## src/rtl/irrigation_sec_timer.sv

```systemverilog
// Units-of-seconds BCD countdown and valve run controller.
// Borrows from an external 2-bit tens digit via tens_tick/set/clr.
module irrigation_sec_timer #(
  parameter int TICK_DIV = 50_000_000
) (
  input  logic       clk,
  input  logic       clear,
  input  logic       start,
  input  logic       abort,
  input  logic [3:0] load_units,
  input  logic [1:0] load_tens,
  input  logic       tens_zero,
  output logic       tens_tick,
  output logic [1:0] tens_set,
  output logic [1:0] tens_clr,
  output logic [3:0] units,
  output logic       valve,
  output logic       busy,
  output logic       done
);

  localparam int PW = (TICK_DIV > 2) ? $clog2(TICK_DIV) : 1;
  localparam logic [PW-1:0] LAST = PW'(TICK_DIV - 1);

  localparam logic [2:0] IDLE  = 3'd0;
  localparam logic [2:0] LOAD  = 3'd1;
  localparam logic [2:0] RUN   = 3'd2;
  localparam logic [2:0] DONE  = 3'd3;
  localparam logic [2:0] ABORT = 3'd4;

  logic [2:0]    state;
  logic [PW-1:0] presc;
  logic [1:0]    tens_lat;
  logic          tick;

  assign tick = (presc == LAST);

  // Outputs are registered decodes of the state being left,
  // so they trail the state register by one cycle.
  always_ff @(posedge clk) begin
    if (clear) begin
      state     <= IDLE;
      presc     <= '0;
      tens_lat  <= 2'b00;
      units     <= 4'd0;
      valve     <= 1'b0;
      busy      <= 1'b0;
      done      <= 1'b0;
      tens_tick <= 1'b0;
      tens_set  <= 2'b00;
      tens_clr  <= 2'b00;
    end else begin
      tens_tick <= 1'b0;
      tens_set  <= 2'b00;
      tens_clr  <= 2'b00;
      valve     <= (state == RUN) && !abort;
      busy      <= (state != IDLE);
      done      <= (state == DONE);
      case (state)
        IDLE: begin
          if (start) begin
            units    <= (load_units > 4'd9) ? 4'd9 : load_units;
            tens_lat <= load_tens;
            state    <= LOAD;
          end
        end
        LOAD: begin
          tens_set <= tens_lat;
          tens_clr <= ~tens_lat;
          presc    <= '0;
          if (units == 4'd0 && tens_lat == 2'b00)
            state <= DONE;
          else
            state <= RUN;
        end
        RUN: begin
          // Abort beats a coincident tick; the tick is dropped.
          if (abort) begin
            state <= ABORT;
          end else begin
            presc <= tick ? '0 : presc + 1'b1;
            if (tick) begin
              if (units == 4'd1 && tens_zero) begin
                units <= 4'd0;
                state <= DONE;
              end else if (units == 4'd0) begin
                units     <= 4'd9;
                tens_tick <= 1'b1;
              end else begin
                units <= units - 4'd1;
              end
            end
          end
        end
        ABORT: begin
          tens_clr <= 2'b11;
          units    <= 4'd0;
          state    <= IDLE;
        end
        DONE: begin
          state <= IDLE;
        end
        default: begin
          state <= IDLE;
        end
      endcase
    end
  end

endmodule
```

## config.mk

```make
export PLATFORM = sky130hd
export DESIGN_NAME = irrigation_sec_timer
export DESIGN_NICKNAME = d
export VERILOG_FILES = /design/src/rtl/irrigation_sec_timer.sv
export SDC_FILE = /design/constraint.sdc
export NUM_CORES = 1
export LEC_CHECK = 0
export CAP_MARGIN = 20
export CORE_MARGIN = 2
export CORE_UTILIZATION = 40
export CTS_BUF_LIST = sky130_fd_sc_hd__clkbuf_8
export DETAILED_ROUTE_END_ITERATION = 12
export PLACE_DENSITY = 0.58
export RECOVER_POWER = 50
export SKIP_LAST_GASP = 1
export SLEW_MARGIN = 30
export SYNTH_ARGS = -nofsm -noshare
export SYNTH_HDL_FRONTEND = slang
export SYNTH_SLANG_ARGS = --single-unit
export TNS_END_PERCENT = 20
```

## constraint.sdc

```tcl
create_clock -name clk -period 2.8 [get_ports clk]
set_input_delay 0.42 -clock clk [delete_from_list [all_inputs] [get_ports clk]]
set_output_delay 0.42 -clock clk [all_outputs]
set_load 0.02 [all_outputs]
```

# After elaboration in Yosys (flattened, before gate mapping)
# Index checks and enable logic that the tools add are counted.
word_totals:
  reg_bits: 43
  latchBits: 0
  ramBits: 0
  mem_bits_ro: 0
  input_bits: 11
  output_inout_bits: 12
  elab_cells: 62
  mem_count: 0
op_classes:
  n_addsub: 2
  mul: 0
  div: 0
  order_cmp: 1
  n_eq_ne: 11
  shifts: 0
  muxes: 18
  n_bitwise: 4
  n_reduce_logical: 16
op_table:
  columns: ["op", "n"]
  rows:
  - ["26-bit two-way mux", 2]
  - ["26-bit case mux with 2 select lines", 1]
  - ["26-bit by 1-bit adder with 26-bit output, second input constant", 1]
  - ["26-bit == test, second input constant", 1]
  - ["4-bit two-way mux", 6]
  - ["3-bit two-way mux", 4]
  - ["4-bit case mux with 3 select lines", 1]
  - ["3-bit case mux with 3 select lines", 1]
  - ["3-bit by 2-bit == test with 1-bit output, second input constant", 2]
  - ["2-bit != test, second input constant", 3]
  - ["3-bit nonzero test", 2]
  - ["5-bit OR reduction", 1]
  - ["4-bit by 1-bit == test with 1-bit output, second input constant", 1]
  - ["4-bit greater-than comparator, second input constant", 1]
  - ["4-bit logical NOT", 1]
  - ["2-bit case mux with 2 select lines", 1]
  - ["2-bit AND reduction", 2]
  - ["4-bit AND reduction", 1]
  - ["4-bit by 1-bit subtractor with 4-bit output, second input constant", 1]
  - ["3-bit by 1-bit == test with 1-bit output, second input constant", 1]
  - ["3-bit == test, second input constant", 1]
  - ["1-bit logical AND", 3]
  - ["3-bit logical NOT", 1]
  - ["3-bit by 2-bit != test with 1-bit output, second input constant", 1]
  - ["other kinds (9)", 12]

# Longest topological paths before layout
logic_depth:
  word_depth: 6
  depth_mapped: 8
  depth_no_buf: 7

# Worst setup path after synthesis
# OpenSTA, ideal clock, no wires.
synth_path:
  path_kind: "flip-flop to flip-flop"
  from: "reg presc[0]"
  to: "reg presc[20]"
  setup_ns: 0.124
  arrival_time_ns: 1.829
  required_time_ns: 2.676
  slack_ns: 0.847
  stages_incl_launch_ff: 7
  n_path_buf: 0
  synth_period_minus_slack_ns: 1.953
  cell_sequence: "dfxtp_1 -> ha_1 -> nand3_1 -> nor4_1 -> nand2b_1 -> o211ai_1 -> nand3_1"
synth_via:
  elab_chain_cells: 4
  word_cells_on_any_way: 5
  classes_between: "add/sub: 1; eq/ne: 1; mux: 3"
synth_rtl:
  columns: ["item", "line_no", "text"]
  rows:
  - ["start: declaration", "32", "logic [PW-1:0] presc;"]
  - ["start signal: assignment", "81", "presc <= tick ? '0 : presc + 1'b1;"]
  - ["26-bit by 1-bit adder with 26-bit output or 26-bit == test (tied branches)", "81, 36", null]
  - ["26-bit two-way mux (*)", "81", null]
  - ["26-bit two-way mux (*)", "78", "if (abort) begin"]
  - ["26-bit case mux with 2 select lines (*)", "59", "case (state)"]
# Every way passes the cells marked *; elsewhere a longest branch is shown, timed or not. The select of a mux whose other input is x is not followed.
# A chain may end at the register's enable or synchronous reset.

# Final worst setup path
layout_path:
  from: "reg presc[7]"
  to: "reg state[0]"
layout_via:
  elab_chain_cells: 3
layout_rtl:
  columns: ["item", "line_no", "text"]
  rows:
  - ["26-bit == test", "36", "assign tick = (presc == LAST);"]
  - ["3-bit != test (no line)", null, null]
  - ["3-bit AND reduction (no line)", null, null]
  - ["end signal: assignment", "42", "state <= IDLE;"]
  - ["end signal: assignment", "64", "state <= LOAD;"]
  - ["end signal: assignment", "72", "state <= DONE;"]
  - ["end: declaration", "31", "logic [2:0] state;"]
# Every way passes these cells.

==> impl_metrics.json <==
{
  "synth_ff_type": "dfxtp_1",
  "drive_above_1_share_pct": 7.12,
  "synthTopCellsByArea": "dfxtp_1, nand2_1, a21oi_1",
  "synth_common_cells": "dfxtp_1, nand2_1, a21oi_1",
  "synth_compound_area_share_pct": 21.9,
  "ant_nets": 0,
  "rsz0062_at_grt": "false",
  "start_util_pct": 41.7,
  "track_usage_pct": 19.0,
  "synth_most_common_cell": "dfxtp_1",
  "relSlewSlack_pct": 58.7,
  "synth_cell_types": 45,
  "routed_via_density": 5.78,
  "setup_slack_ns": 0.333,
  "fin_crit_sh_pct": 88.1,
  "hold_viol": 0,
  "vias": 2282,
  "finalClockSkew_ns": 0.00730,
  "die-area_sq_um": 6440,
  "drc": 0,
  "ios": 23,
  "synthMuxAreaShare_pct": 0.861,
  "first_pass_iters": 4,
  "clockBufferDepth": 2,
  "fin_cells": 395,
  "fillers": 567,
  "synth_fp_nets": 312,
  "cp_max_fo": 9,
  "ctsHoldBuffers": 0,
  "io_buffers": 22,
  "syn_to_final_growth_pct": 18.0,
  "post-route-util_pct": 49.2,
  "grt.overflow.total": 0,
  "period_minus_slack_ns": 2.47,
  "arrival_ns": 2.69,
  "yosys.area.top_type_share_pct": 37.0,
  "synthAdderAreaFrac_pct": 1.61,
  "status": "finished clean",
  "detailedPlacementHpwl_mm": 4.03,
  "path_clk_slew_ns": 0.09,
  "power.density_nw_per_um2": 542,
  "cts_tree": "yes",
  "dp.cells": 387,
  "routabilityCongestion": 0.788,
  "die_w_um": 80.2,
  "async_flop_share_pct": 0,
  "synth_edf_count": 0,
  "post_drt_wl_per_cell_um": 14.3,
  "drv_cap": 0,
  "grt_start_max_net_pins": 20,
  "leakagePower_uw": 0.000973,
  "cts_sinks": 43,
  "grt_pass1_vias": 1977,
  "cts_setup_buffers": 0,
  "tightest_slew_ns": 0.614,
  "regArea_sq_um": 861,
  "rows": 27,
  "cts_repair_resize_count": 0,
  "path_class": "flop to flop",
  "netlist_instances": 298,
  "setup_viol": 0,
  "cts_root_buf": "clkbuf_8",
  "synth-simple-area-share_pct": 33.9,
  "ys_seq_elements": 43,
  "cp-end-kind": "flop",
  "grt_pass1_wl_mm": 9.49,
  "ys_seq_area_share_pct": 37.0,
  "yosys.area_share.xor_xnor_pct": 0.377,
  "postRouteWirelength_mm": 5.63,
  "antenna_found_initial": 0,
  "nets": 336,
  "die_h_um": 80.2,
  "syn_avg_cell_area_sq_um": 7.80,
  "timing.fmax_ghz": 0.405,
  "synth_top_family_by_area": "simple AND/OR/NAND/NOR gates",
  "slew_violations": 0,
  "min_path_type": "flop to flop",
  "drt_iter0_drc": 68,
  "yosysWarnings": 0,
  "clk_latency_ns": 0.30,
  "critPathLaunchType": "flop",
  "synth_top_cell_by_area": "dfxtp_1",
  "dp_slack_ns": 0.236,
  "numCtsBuffers": 5,
  "peakVddDrop_v": 0.000217,
  "fin_hold_ws_ns": 0.468,
  "cts_max_level": 2,
  "required_ns": 3.02,
  "antenna_cells": 0,
  "setup_tns_ns": 0,
  "syn_area_sq_um": 2320,
  "core_sq_um": 5570,
  "multi_input_area_sq_um": 1320
}
-- critical path, stage by stage, from the launching register on --
cell and delay [ns]:
dfxtp_1 0.38, or4_1 0.58, nor4_1 0.37, nand4_1 0.43
a22o_1 0.36, a221oi_2 0.26
-- registers in the layout, summed over array words and instances (netlist names) --
signal     flops
busy           1
done           1
presc         26
state          3
tens_clr       2
tens_lat       2
tens_set       2
tens_tick      1
units          4
valve          1
-- layout by cell type (no fill, tap or decap), types with 2 or more instances in the layout --
master            n
and4_1            3
nor2b_1           3
nor4b_1           2
a31oi_1          13
and3_1            8
nand2b_1          3
o21ai_0          16
and2_1            2
nor2_1           22
a41oi_1           4
o21a_1            4
mux2i_1           2
inv_1            12
nand4b_1          2
clkdlybuf4s50_1   9
nor4_1           10
dfxtp_1          43
buf_4             9
ha_1              3
a21oi_1          24
nand3_1          24
a311oi_1          2
or4_1             2
o211ai_1          3
dlygate4sd3_1    13
bufinv_16         2
nand3b_1          3
a211oi_1          3
a21oi_2           2
nand2_1          36
nor3_1           10
nand4_1           8
clkbuf_8          5
o31a_1            3
-- metrics by stage --
step	power (uW)	area, sq um
2_1_floorplan	832	2320
3_3_place_gp	930	2650
3_5_place_dp	932	2650
4_1_cts	1510	2780
5_1_grt	1570	2740
6_report	1490	2740
-- metal layers --
metal	wire, um	share of wire, %	up-vias	GRT usage (%)
met3	190	3.4	10	3.48
met5	0	0	-	0
met1	2770	49	1066	25.7
met2	2560	45	46	29.3
met4	114	2.0	0	8.47
li1	-	-	1160	-
-- final timing paths --
path	startpoint	end	slack [ns]	depth (start not counted)
setup / recovery	presc[7]	state[0]	0.33	5
hold / removal	presc[15]	presc[15]	0.47	1
setup reg to reg	presc[7]	state[0]	0.33	5
hold reg to reg	presc[15]	presc[15]	0.47	1
-- cell families (layout without fill, tap and decap cells) --
family | Yosys count | in the layout
simple gates | 143 | 143
compound gates | 80 | 80
flops | 43 | 43
buf+inv | 26 | 51
fa+ha+maj | 3 | 3
mux | 2 | 2
xor+xnor | 1 | 1
-- final cells by class --
type / instances / share of cell area (%)
sequential: 43 / 31.4
inverter: 12 / 1.64
multi-input combinational: 229 / 48.2
clock inverter: 3 / 2.46
timing repair buffer: 31 / 10.5
tap: 72 / 3.28
clock buffer: 5 / 2.51
-- where the power goes --
part | leakage [uW] | internal (uW) | total (uW) | switching [uW]
Combinational | 0.000560 | 101 | 248 | 147
Clock | 0.0000644 | 356 | 576 | 221
Sequential | 0.000348 | 633 | 664 | 30.5
Total | 0.000973 | 1090 | 1490 | 399
No activity file was read; power rests on OpenSTA's default activity.
